### config.mk
export PLATFORM = sky130hd
export DESIGN_NAME = result_accumulator
export DESIGN_NICKNAME = d
export VERILOG_FILES = /design/src/rtl/addsub_pkg.sv /design/src/rtl/acc_sat_add.sv /design/src/rtl/result_accumulator.sv
export SDC_FILE = /design/constraint.sdc
export NUM_CORES = 1
export LEC_CHECK = 0
export BUFFER_PORTS_ARGS = -buffer_cell sky130_fd_sc_hd__buf_2
export CAP_MARGIN = 20
export CELL_PAD_IN_SITES_DETAIL_PLACEMENT = 1
export CELL_PAD_IN_SITES_GLOBAL_PLACEMENT = 2
export CORE_MARGIN = 3
export CORE_UTILIZATION = 31
export CTS_CLUSTER_DIAMETER = 100
export DETAILED_ROUTE_END_ITERATION = 6
export GPL_TIMING_DRIVEN = 0
export PLACE_DENSITY = 0.84
export SLEW_MARGIN = 40
export SYNTH_ARGS = -nofsm -noshare
export SYNTH_HDL_FRONTEND = slang
export SYNTH_SLANG_ARGS = --single-unit
### constraint.sdc
create_clock -name clk -period 2.5 [get_ports clk]
set_input_delay 0.75 -clock clk [delete_from_list [all_inputs] [get_ports clk]]
set_output_delay 0.75 -clock clk [all_outputs]
set_load 0.01 [all_outputs]
### src/rtl/addsub_pkg.sv
// rtl/addsub_pkg.sv - shared state encoding and default widths for the result accumulator
package addsub_pkg;

    localparam int DEF_WIDTH   = 8;
    localparam int DEF_ACC_W   = 12;
    localparam int DEF_COUNT_W = 4;

    typedef enum logic [1:0] {
        IDLE = 2'd0,
        RUN  = 2'd1,
        DONE = 2'd2
    } state_t;

endpackage

### src/rtl/acc_sat_add.sv
// rtl/acc_sat_add.sv - sign-extending accumulator adder with signed overflow detect
// Clamps on overflow when RESULT_ACCUM_SATURATE_EN is defined, wraps otherwise.
module acc_sat_add #(
    parameter int WIDTH = 8,
    parameter int ACC_W = 12
) (
    input  logic [ACC_W-1:0] i_acc,
    input  logic [WIDTH-1:0] i_sum,
    output logic [ACC_W-1:0] o_acc,
    output logic             o_ovfl
);

    logic [ACC_W-1:0] w_ext;
    logic [ACC_W-1:0] w_raw;

    for (genvar g = 0; g < ACC_W; g++) begin : g_ext
        if (g < WIDTH) begin : g_lo
            assign w_ext[g] = i_sum[g];
        end else begin : g_hi
            assign w_ext[g] = i_sum[WIDTH-1];
        end
    end

    assign w_raw  = i_acc + w_ext;
    assign o_ovfl = (i_acc[ACC_W-1] == w_ext[ACC_W-1]) && (w_raw[ACC_W-1] != i_acc[ACC_W-1]);

`ifdef RESULT_ACCUM_SATURATE_EN
    // Both operands share a sign on overflow, so the accumulator sign picks the rail.
    assign o_acc = !o_ovfl         ? w_raw :
                   i_acc[ACC_W-1]  ? {1'b1, {(ACC_W-1){1'b0}}} :
                                     {1'b0, {(ACC_W-1){1'b1}}};
`else
    assign o_acc = w_raw;
`endif

endmodule

### src/rtl/result_accumulator.sv
// rtl/result_accumulator.sv - batch accumulator for the add/sub result stream
// Optional clamp on overflow via RESULT_ACCUM_SATURATE_EN (see acc_sat_add).
module result_accumulator
    import addsub_pkg::*;
#(
    parameter int WIDTH   = DEF_WIDTH,
    parameter int ACC_W   = DEF_ACC_W,
    parameter int COUNT_W = DEF_COUNT_W
) (
    input  logic               clk,
    input  logic               rst_n,
    input  logic               start,
    input  logic [COUNT_W-1:0] batch_len,
    input  logic               in_valid,
    output logic               in_ready,
    input  logic [WIDTH-1:0]   in_sum,
    input  logic               in_cout,
    output logic               out_valid,
    input  logic               out_ready,
    output logic [ACC_W-1:0]   out_acc,
    output logic [COUNT_W-1:0] out_carries,
    output logic               out_ovfl,
    output logic               busy
);

    state_t             r_state;
    logic [ACC_W-1:0]   r_acc;
    logic [COUNT_W-1:0] r_count;
    logic [COUNT_W-1:0] r_carries;
    logic               r_ovfl;

    logic [ACC_W-1:0]   w_next_acc;
    logic               w_add_ovfl;
    logic               w_accept;

    acc_sat_add #(
        .WIDTH (WIDTH),
        .ACC_W (ACC_W)
    ) u_add (
        .i_acc  (r_acc),
        .i_sum  (in_sum),
        .o_acc  (w_next_acc),
        .o_ovfl (w_add_ovfl)
    );

    assign in_ready    = (r_state == RUN);
    assign out_valid   = (r_state == DONE);
    assign busy        = (r_state != IDLE);
    assign w_accept    = in_valid && in_ready;
    assign out_acc     = r_acc;
    assign out_carries = r_carries;
    assign out_ovfl    = r_ovfl;

    always_ff @(posedge clk or negedge rst_n) begin
        if (!rst_n) begin
            r_state   <= IDLE;
            r_acc     <= '0;
            r_count   <= '0;
            r_carries <= '0;
            r_ovfl    <= 1'b0;
        end else begin
            unique case (r_state)
                IDLE: begin
                    if (start) begin
                        r_acc     <= '0;
                        r_carries <= '0;
                        r_ovfl    <= 1'b0;
                        r_count   <= batch_len;
                        r_state   <= (batch_len == '0) ? DONE : RUN;
                    end
                end
                RUN: begin
                    if (w_accept) begin
                        r_acc   <= w_next_acc;
                        r_ovfl  <= r_ovfl | w_add_ovfl;
                        r_count <= r_count - COUNT_W'(1);
                        // Carry count sticks at all-ones rather than wrapping.
                        if (!(&r_carries)) begin
                            r_carries <= r_carries + COUNT_W'(in_cout);
                        end
                        if (r_count == COUNT_W'(1)) begin
                            r_state <= DONE;
                        end
                    end
                end
                DONE: begin
                    if (out_ready) begin
                        r_state <= IDLE;
                    end
                end
                default: r_state <= IDLE;
            endcase
        end
    end

endmodule

==> results.sh, run 1 <==
export IMPL_period_share=0.972
export IMPL_firstDrtPassIters=4
export IMPL_crit_path_end_kind="flop"
export IMPL_gp_congestion=0.769
export IMPL_cp_arrival_ps=2580
export IMPL_grt_pass1_vias=1429
export IMPL_clkLatencyLatePin_ps=270
export IMPL_cts_tree="built"
export IMPL_p_comb_frac=0.584
export IMPL_power_frac_seq=0.305
export IMPL_crit_path_start_kind="input pin"
export IMPL_switching_share=0.460
export IMPL_hp_class="input pin to async pin"
export IMPL_hpwl_um=3080
export IMPL_slew_headroom=0.487
export IMPL_remaining_drc_errors=0
export IMPL_syn_nets=208
export IMPL_p_total_mw=2.24
export IMPL_rrSetupSlack_ps=250
export IMPL_place_port_buffers=37
export IMPL_synth_edff_count=0
export IMPL_final_area_sq_um=1910
export IMPL_die_y_um=77
export IMPL_drive_above_1_share=0.213
export IMPL_grt_max_degree=24
export IMPL_start_util=0.327
export IMPL_drt_iter0_drc=39
export IMPL_clockPowerShare=0.111
export IMPL_synth_cell_types=40
export IMPL_p_leak_nw=0.938
export IMPL_drv_slew=0
export IMPL_antenna_cells=0
export IMPL_timing_rr_end="out_acc[10]"
export IMPL_syn_avg_cell_area_sq_um=8.98
export IMPL_netlist_area_sq_um=1560
export IMPL_cts_htree_levels=1
export IMPL_core_sq_um=4790
export IMPL_tightest_slew_ps=768
export IMPL_ys_ff_latch=23
export IMPL_yosysTopAreaCell="dfrtp_1"
export IMPL_drtAntennaViolNets=0
export IMPL_die_w_um=77
export IMPL_syn_inst=174
export IMPL_cts_buffers=3
export IMPL_synth_top_area_frac=0.368
export IMPL_rows=25
export IMPL_cp_endpoint="out_acc[10]"
export IMPL_avgViaCountPerCell=5.02
export IMPL_skew_ps=5.70
export IMPL_async_reset_ff_frac=1.00
export IMPL_cp_data_required_time_ps=2650
export IMPL_clk_pin_slew_worst_paths_ps=90
export IMPL_clkSinkCount=23
export IMPL_rsz0062_at_grt="yes"
export IMPL_grt_usage=0.143
export IMPL_timing_rr_start="out_acc[0]"
export IMPL_fin_crit_ps=2430
export IMPL_antenna_found_initial=0
export IMPL_drv_cap=0
export IMPL_p_sw_mw=1.03
export IMPL_synth_ff_type="dfrtp_1"
export IMPL_cts_root_buf="clkbuf_8"
export IMPL_area_growth_pct=22.2
export IMPL_path_max_fanout=3
export IMPL_setup_viol=0
export IMPL_vias=1420
export IMPL_startpoint="in_sum[0]"
export IMPL_powerDensity_nw_per_um2=1170
export IMPL_timing_fmax_mhz=412
export IMPL_vdd_ir_drop_max_v=0.000365
export IMPL_r2r_cells=8
export IMPL_yosysSeqAreaShare=0.368
export IMPL_io_pins=38
export IMPL_placed_area_sq_um=1840
export IMPL_gr_total_overflow=0
export IMPL_wl_per_cell_um=14.2
export IMPL_outcome="complete, no violations"
export IMPL_drt_total_wl_um=4010
export IMPL_synth_area_leaders="dfrtp_1 (37%), ha_1 (12%), nand2_1 (5.8%), nor2_1 (4.8%), xor2_1 (3.9%)"
export IMPL_crit_type="input pin to flop"
export IMPL_ctsLongestPathBuffers=2
export IMPL_nets=251
export IMPL_dieArea_sq_um=5930
export IMPL_internal_power_mw=1.21
export IMPL_hold_violations=0
export IMPL_synth_most_common_cell="nand2_1"
export IMPL_yosysWarnings=0
export IMPL_grt_pass1_wl_um=6910
export IMPL_yosys_top_cells_count="nand2_1 (24), dfrtp_1 (23), nor2_1 (20), ha_1 (15)"
-- placed cells by master (no fill, tap or decap), drive strengths merged, types with 3 or more instances in the layout --
cell,netlist,routed
o21ai,12,12
xor2,7,7
clkbuf,4,8
a21oi,11,11
inv,7,7
ha,15,15
nand2,24,24
buf,0,38
nor3,5,5
dfrtp,23,23
o31ai,3,3
nor2,20,20
o211ai,3,3
-- registers in the layout (all words and copies together) (netlist names) --
name and cells:
out_acc 12, out_carries 4, out_ovfl 1, r_count 4, r_state 2
-- area by class of cell --
| type | count | area, sq um |
|---|---|---|
| fill | 581 | 2880 |
| multi-input combinational | 140 | 971 |
| sequential | 23 | 576 |
| timing repair buffer | 38 | 193 |
| tap | 67 | 83.8 |
| clock buffer | 4 | 45.0 |
| inverter | 7 | 26.3 |
| buffer | 4 | 15.0 |
-- kinds of logic (layout without fill, tap and decap cells) --
| kind of cell | after synthesis | after routing | synth area share |
|---|---|---|---|
| buffers and inverters | 11 | 53 | 0.0264 |
| xor gates and xnor gates | 9 | 9 | 0.0504 |
| and+or+nand+nor | 62 | 62 | 0.177 |
| muxes | 2 | 2 | 0.0128 |
| adders and majority gates | 16 | 16 | 0.133 |
| DFF | 23 | 23 | 0.368 |
| AOI/OAI and AO/OA | 51 | 51 | 0.232 |
-- critical path, cell delays in order --
cell and delay (ps):
buf_2 100, ha_1 230, fa_2 390, a21oi_4 150, o211ai_1 150, a2111o_1 410, a31oi_2 150, xor2_1 150
o21ai_0 90
-- through the flow --
step,hold slack (ps),TNS (ps),setup WS [ps],util,instances
after global placement,490,-613,-258,0.384,278
final,452,0,70.8,0.399,283
after CTS,476,0,12.4,0.393,282
after detailed placement,504,-636,-268,0.384,278
after global routing,487,-36.1,-36.1,0.399,283
after floorplan,454,0,23.0,-,174
-- worst min path at each step --
stage / startpoint / end / slack (ps) / depth (start not counted)
detailed placement: out_acc[4] / out_acc[4] / 500 / 2
global route: rst_n / out_carries[1] / 490 / 1
floorplan: rst_n / out_acc[0] / 450 / 0
global placement: out_acc[5] / out_acc[5] / 490 / 2
CTS: rst_n / out_ovfl / 480 / 1
finish: rst_n / out_ovfl / 450 / 1
-- timing repair --
action / 4_1_cts / 5_1_grt
setup endpoints to repair: 0 / 2
hold buffers: 0 / 0
setup buffers: 0 / 1
resized for setup: 0 / 3
-- power by group through the flow --
stage	Clock (mW)	Combinational (mW)	Sequential, mW
final	0.247	1.31	0.683
after detailed placement	0	1.29	0.697
after CTS	0.252	1.29	0.689
after global placement	0	1.26	0.689
after floorplan	0	0.872	0.711
after global routing	0.274	1.50	0.716
-- layer usage --
metal	vias to the layer above	wire length, um	track usage
li1	713	-	-
met1	684	1950	0.195
met2	18	1880	0.226
met3	5	133	0.0258
met4	0	51	0.0480
met5	-	0	0
Power figures use the tool's default switching activity.
==> inputs of run 2 (changes only) <==
Settings changed: PLACE_DENSITY 0.84 to default, PLACE_DENSITY_LB_ADDON from default to 0.1.
==> run 2 against run 1 <==
  * Flip-flop and latch count is the same
  * Worst setup slack gained 1.5 ps
  * Die area is the same
  * Clock-buffer cell count is the same
  * Non-clock buffer count grew 2
  * Total power grew 0.88%
  * Clock power shrank 2%
  * Global-route usage shrank 0.13 points
  * Via count shrank 0.14%
  * Final cell count grew 0.71%
  * Critical path depth is the same
  * Combinational power is essentially flat
  * Critical endpoint unchanged
  * Largest power group unchanged
  * Highest routed layer unchanged
==> results.sh, run 2 (same netlist as run 1, synthesis figures left out) <==
export IMPL_io_pins=38
export IMPL_firstDrtPassIters=2
export IMPL_drv_cap=0
export IMPL_grt_pass1_vias=1492
export IMPL_drt_total_wl_um=4100
export IMPL_cts_buffers=3
export IMPL_rrSetupSlack_ps=190
export IMPL_drive_above_1_share=0.220
export IMPL_avgViaCountPerCell=4.98
export IMPL_grt_usage=0.141
export IMPL_setup_viol=0
export IMPL_cp_arrival_ps=2570
export IMPL_wl_per_cell_um=14.4
export IMPL_largest_reg_flops=12
export IMPL_crit_cells=9
export IMPL_clkSinkCount=23
export IMPL_outcome="complete, no violations"
export IMPL_slew_headroom=0.483
export IMPL_crit_buf_inv=1
export IMPL_crit_path_end_kind="flop"
export IMPL_place_inst=278
export IMPL_area_growth_pct=23.5
export IMPL_seqCellArea_sq_um=576
export IMPL_start_util=0.327
export IMPL_final_area_sq_um=1930
export IMPL_max_stage_delay_ps=420
export IMPL_slowest_stage="fa_2"
export IMPL_path_delay_family="compound AO/OA/AOI/OAI gates"
export IMPL_timing_rr_start="out_acc[0]"
export IMPL_cp_endpoint="out_acc[10]"
export IMPL_r2r_cells=8
export IMPL_fin_crit_ps=2430
export IMPL_place_port_buffers=37
export IMPL_grt_pass1_wl_um=6900
export IMPL_antenna_cells=0
export IMPL_drtAntennaViolNets=0
export IMPL_setup_total_negative_slack_ps=0
export IMPL_cts_htree_levels=1
export IMPL_layout_commonest_cell="buf_2"
export IMPL_period_share=0.971
export IMPL_vdd_ir_drop_max_v=0.000433
export IMPL_grt_max_degree=24
export IMPL_multi_input_area_sq_um=970
export IMPL_vias=1418
export IMPL_hp_class="input pin to async pin"
export IMPL_powerDensity_nw_per_um2=1170
export IMPL_clk_pin_slew_worst_paths_ps=90
export IMPL_p_leak_nw=0.947
export IMPL_clkLatencyLatePin_ps=270
export IMPL_dieArea_sq_um=5930
export IMPL_timing_rr_end="out_acc[10]"
export IMPL_startpoint="in_sum[0]"
export IMPL_ctsHoldBuffers=0
export IMPL_crit_path_cell_trace="buf_6 > ha_4 > fa_2 > a21oi_2 > o211ai_1 > a2111o_1 > a31oi_1 > xor2_1 > o21ai_1"
export IMPL_placed_area_sq_um=1840
export IMPL_die_y_um=77
export IMPL_p_total_mw=2.26
export IMPL_path_max_fanout=2
export IMPL_skew_ps=1.79
export IMPL_remaining_drc_errors=0
export IMPL_tightest_slew_ps=774
export IMPL_rows=25
export IMPL_ctsLongestPathBuffers=2
export IMPL_gp_congestion=0.757
export IMPL_cts_tree="built"
export IMPL_final_cell_mix="buf_2 (36), nand2_1 (24), dfrtp_1 (23)"
export IMPL_fill_cells=579
export IMPL_final_cells=285
export IMPL_core_sq_um=4790
export IMPL_crit_type="input pin to flop"
export IMPL_cp_data_required_time_ps=2640
export IMPL_nets=253
export IMPL_hold_slack_ps=457
export IMPL_gr_total_overflow=0
export IMPL_drt_iter0_drc=25
export IMPL_rsz0062_at_grt="yes"
export IMPL_hold_violations=0
export IMPL_antenna_found_initial=0
export IMPL_cts_root_buf="clkbuf_8"
export IMPL_crit_path_start_kind="input pin"
export IMPL_drv_slew=0
export IMPL_die_w_um=77
export IMPL_hpwl_um=3170
export IMPL_timing_fmax_mhz=412
-- run 2: layer usage --
| metal | vias up | wire length, um | part of all wire | global-route usage |
|---|---|---|---|---|
| met5 | - | 0 | 0 | 0 |
| met4 | 0 | 19 | 0.0046 | 0.0320 |
| met3 | 2 | 130 | 0.032 | 0.0211 |
| met2 | 19 | 2010 | 0.49 | 0.247 |
| met1 | 679 | 1940 | 0.47 | 0.184 |
| li1 | 718 | - | - | - |
-- run 2: timing repair --
action,4_1_cts,5_1_grt
setup buffers,3,0
endpoints found under the setup margin,1,2
pin swaps,7,2
endpoints found under the hold margin,0,0
gates resized for setup,4,1
-- run 2: worst register-to-register path, delay by kind of cell (launching register included) --
| family | cells | cell delay (ps) |
|---|---|---|
| AO/OA/AOI/OAI | 5 | 970 |
| XOR/XNOR | 1 | 180 |
| adder cells (fa/ha/maj) | 2 | 610 |
| flip-flops | 1 | 430 |
-- run 2: worst min-delay path by stage --
stage                     cells past startpoint        from    endpoint
after floorplan                               0       rst_n  out_acc[0]
after global placement                        2  out_acc[6]  out_acc[6]
after detailed placement                      2  out_acc[6]  out_acc[6]
after CTS                                     1       rst_n  out_acc[5]
after global routing                          1       rst_n  out_acc[5]
final                                         1       rst_n  out_acc[5]
-- run 2: area by class of cell --
class                   instances  share of cell area
clock buffers                   4              0.0233
repair buffers                 40               0.111
multi-input cells             140               0.503
plain buffers                   4             0.00778
flip-flops and latches         23               0.298
inverters                       7              0.0136
well taps                      67              0.0435
-- run 2: stage by stage --
step | utilization | setup slack [ps]
2_1_floorplan | - | 23.0
3_3_place_gp | 0.384 | -286
3_5_place_dp | 0.384 | -346
4_1_cts | 0.402 | -7.72
5_1_grt | 0.403 | -6.62
6_report | 0.403 | 72.3
-- run 2: where the power goes --
group          internal (mW)  switching (mW)  leakage (nW)
Sequential             0.530           0.153         0.293
Combinational          0.577           0.756         0.630
Clock                  0.114           0.128        0.0228
Total                   1.22            1.04         0.947
==> inputs of run 3 (changes only) <==
Settings changed: REMOVE_ABC_BUFFERS from default to 1.
==> run 3 against run 2 <==
  * Via count down 0.71%
  * Final area up 1.0%
  * Global-route usage down 0.30 points
  * Flip-flop and latch count stayed put
  * Wire length down 0.54%
  * Worst setup slack got worse by 55 ps
  * Total power is 0.49% higher
  * Critical path type unchanged
==> results.sh, run 3 (same netlist as run 1, synthesis figures left out) <==
export IMPL_rsz0062_at_grt="yes"
export IMPL_nets=251
export IMPL_crit_path_end_kind="flop"
export IMPL_rows=25
export IMPL_hp_class="input pin to async pin"
export IMPL_use_met1=0.178
export IMPL_vias=1408
export IMPL_drv_slew=0
export IMPL_tightest_slew_ps=573
export IMPL_cp_arrival_ps=2630
export IMPL_powerDensity_nw_per_um2=1160
export IMPL_start_util=0.327
export IMPL_dieArea_sq_um=5930
export IMPL_gr_total_overflow=0
export IMPL_cts_htree_levels=1
export IMPL_p_leak_nw=0.958
export IMPL_vdd_ir_drop_max_v=0.000345
export IMPL_cp_data_required_time_ps=2650
export IMPL_drive_above_1_share=0.241
export IMPL_core_sq_um=4790
export IMPL_grt_max_degree=24
export IMPL_r2r_cells=8
export IMPL_firstDrtPassIters=3
export IMPL_setup_viol=0
export IMPL_period_share=0.993
export IMPL_hpwl_um=3040
export IMPL_skew_ps=3.41
export IMPL_gp_congestion=0.813
export IMPL_crit_path_start_kind="input pin"
export IMPL_crit_type="input pin to flop"
export IMPL_use_met2=0.242
export IMPL_ctsLongestPathBuffers=2
export IMPL_io_pins=38
export IMPL_drtAntennaViolNets=0
export IMPL_hold_slack_ps=468
export IMPL_avgViaCountPerCell=4.98
export IMPL_die_y_um=77
export IMPL_fin_crit_ps=2480
export IMPL_top_usage_layer="met2"
export IMPL_largest_reg_flops=12
export IMPL_final_cells=283
export IMPL_drt_total_wl_um=4070
export IMPL_outcome="complete, no violations"
export IMPL_rrSetupSlack_ps=150
export IMPL_remaining_drc_errors=0
export IMPL_timing_rr_start="out_acc[0]"
export IMPL_use_met3=0.0188
export IMPL_die_w_um=77
export IMPL_timing_fmax_mhz=403
export IMPL_drt_iter0_drc=18
export IMPL_path_max_fanout=3
export IMPL_area_growth_pct=24.7
export IMPL_wl_per_cell_um=14.4
export IMPL_utilization=0.407
export IMPL_clkLatencyLatePin_ps=270
export IMPL_clk_pin_slew_worst_paths_ps=90
export IMPL_clkSinkCount=23
export IMPL_cts_buffers=3
export IMPL_grt_usage=0.138
export IMPL_antenna_found_initial=0
export IMPL_grt_pass1_wl_um=6700
export IMPL_antenna_cells=0
export IMPL_final_cell_mix="buf_2 (36), nand2_1 (24), dfrtp_1 (23)"
export IMPL_layout_commonest_cell="buf_2"
export IMPL_p_total_mw=2.27
export IMPL_hold_violations=0
export IMPL_cts_root_buf="clkbuf_8"
export IMPL_slew_headroom=0.616
export IMPL_timing_rr_end="out_acc[10]"
export IMPL_place_inst=274
export IMPL_cts_tree="built"
export IMPL_place_port_buffers=37
export IMPL_startpoint="in_sum[0]"
export IMPL_grt_pass1_vias=1429
export IMPL_drv_cap=0
export IMPL_setup_total_negative_slack_ps=0
## run 3: metal layers
layer | share of wire | up-vias
met3 | 0.027 | 2
met5 | 0 | -
met4 | 0.0047 | 0
met1 | 0.47 | 672
met2 | 0.50 | 19
li1 | - | 715
## run 3: stage by stage
stage | worst slack [ps] | area [sq um]
global route | -57.4 | 1950
CTS | 13.5 | 1890
finish | 17.1 | 1950
detailed placement | -453 | 1830
global placement | -617 | 1820
floorplan | -99.7 | 1550
## run 3: worst max-delay path by stage
stage / to / slack [ps] / cells past startpoint
floorplan: out_acc[10] / -100 / 8
global route: out_acc[10] / -60 / 9
CTS: out_acc[10] / 10 / 9
global placement: out_carries[3] / -620 / 7
detailed placement: out_acc[10] / -450 / 9
finish: out_acc[10] / 20 / 9
## run 3: timing repair
action | in CTS | in global routing
setup buffers | 1 | 4
resized for setup | 2 | 6
pin swaps | 2 | 6
endpoints found under the setup margin | 1 | 2
hold buffers | 0 | 0
## run 3: power breakdown
part / internal (mW) / switching [mW]
logic: 0.587 / 0.757
clock network: 0.114 / 0.128
registers: 0.530 / 0.153
total: 1.23 / 1.04
## run 3: final cells by class
type                       count  area (sq um)
fill                         578          2840
sequential                    23           576
clock buffer                   4          45.0
tap                           67          83.8
timing repair buffer          42           229
multi-input combinational    140           990
inverter                       7          26.3
## run 3: critical path, cell delays in order
cell and delay (ps):
buf_6 100, ha_4 160, fa_2 410, a21oi_4 140
o211ai_1 160, a2111o_1 460, a31oi_1 220, xor2_1 160
o21ai_1 70
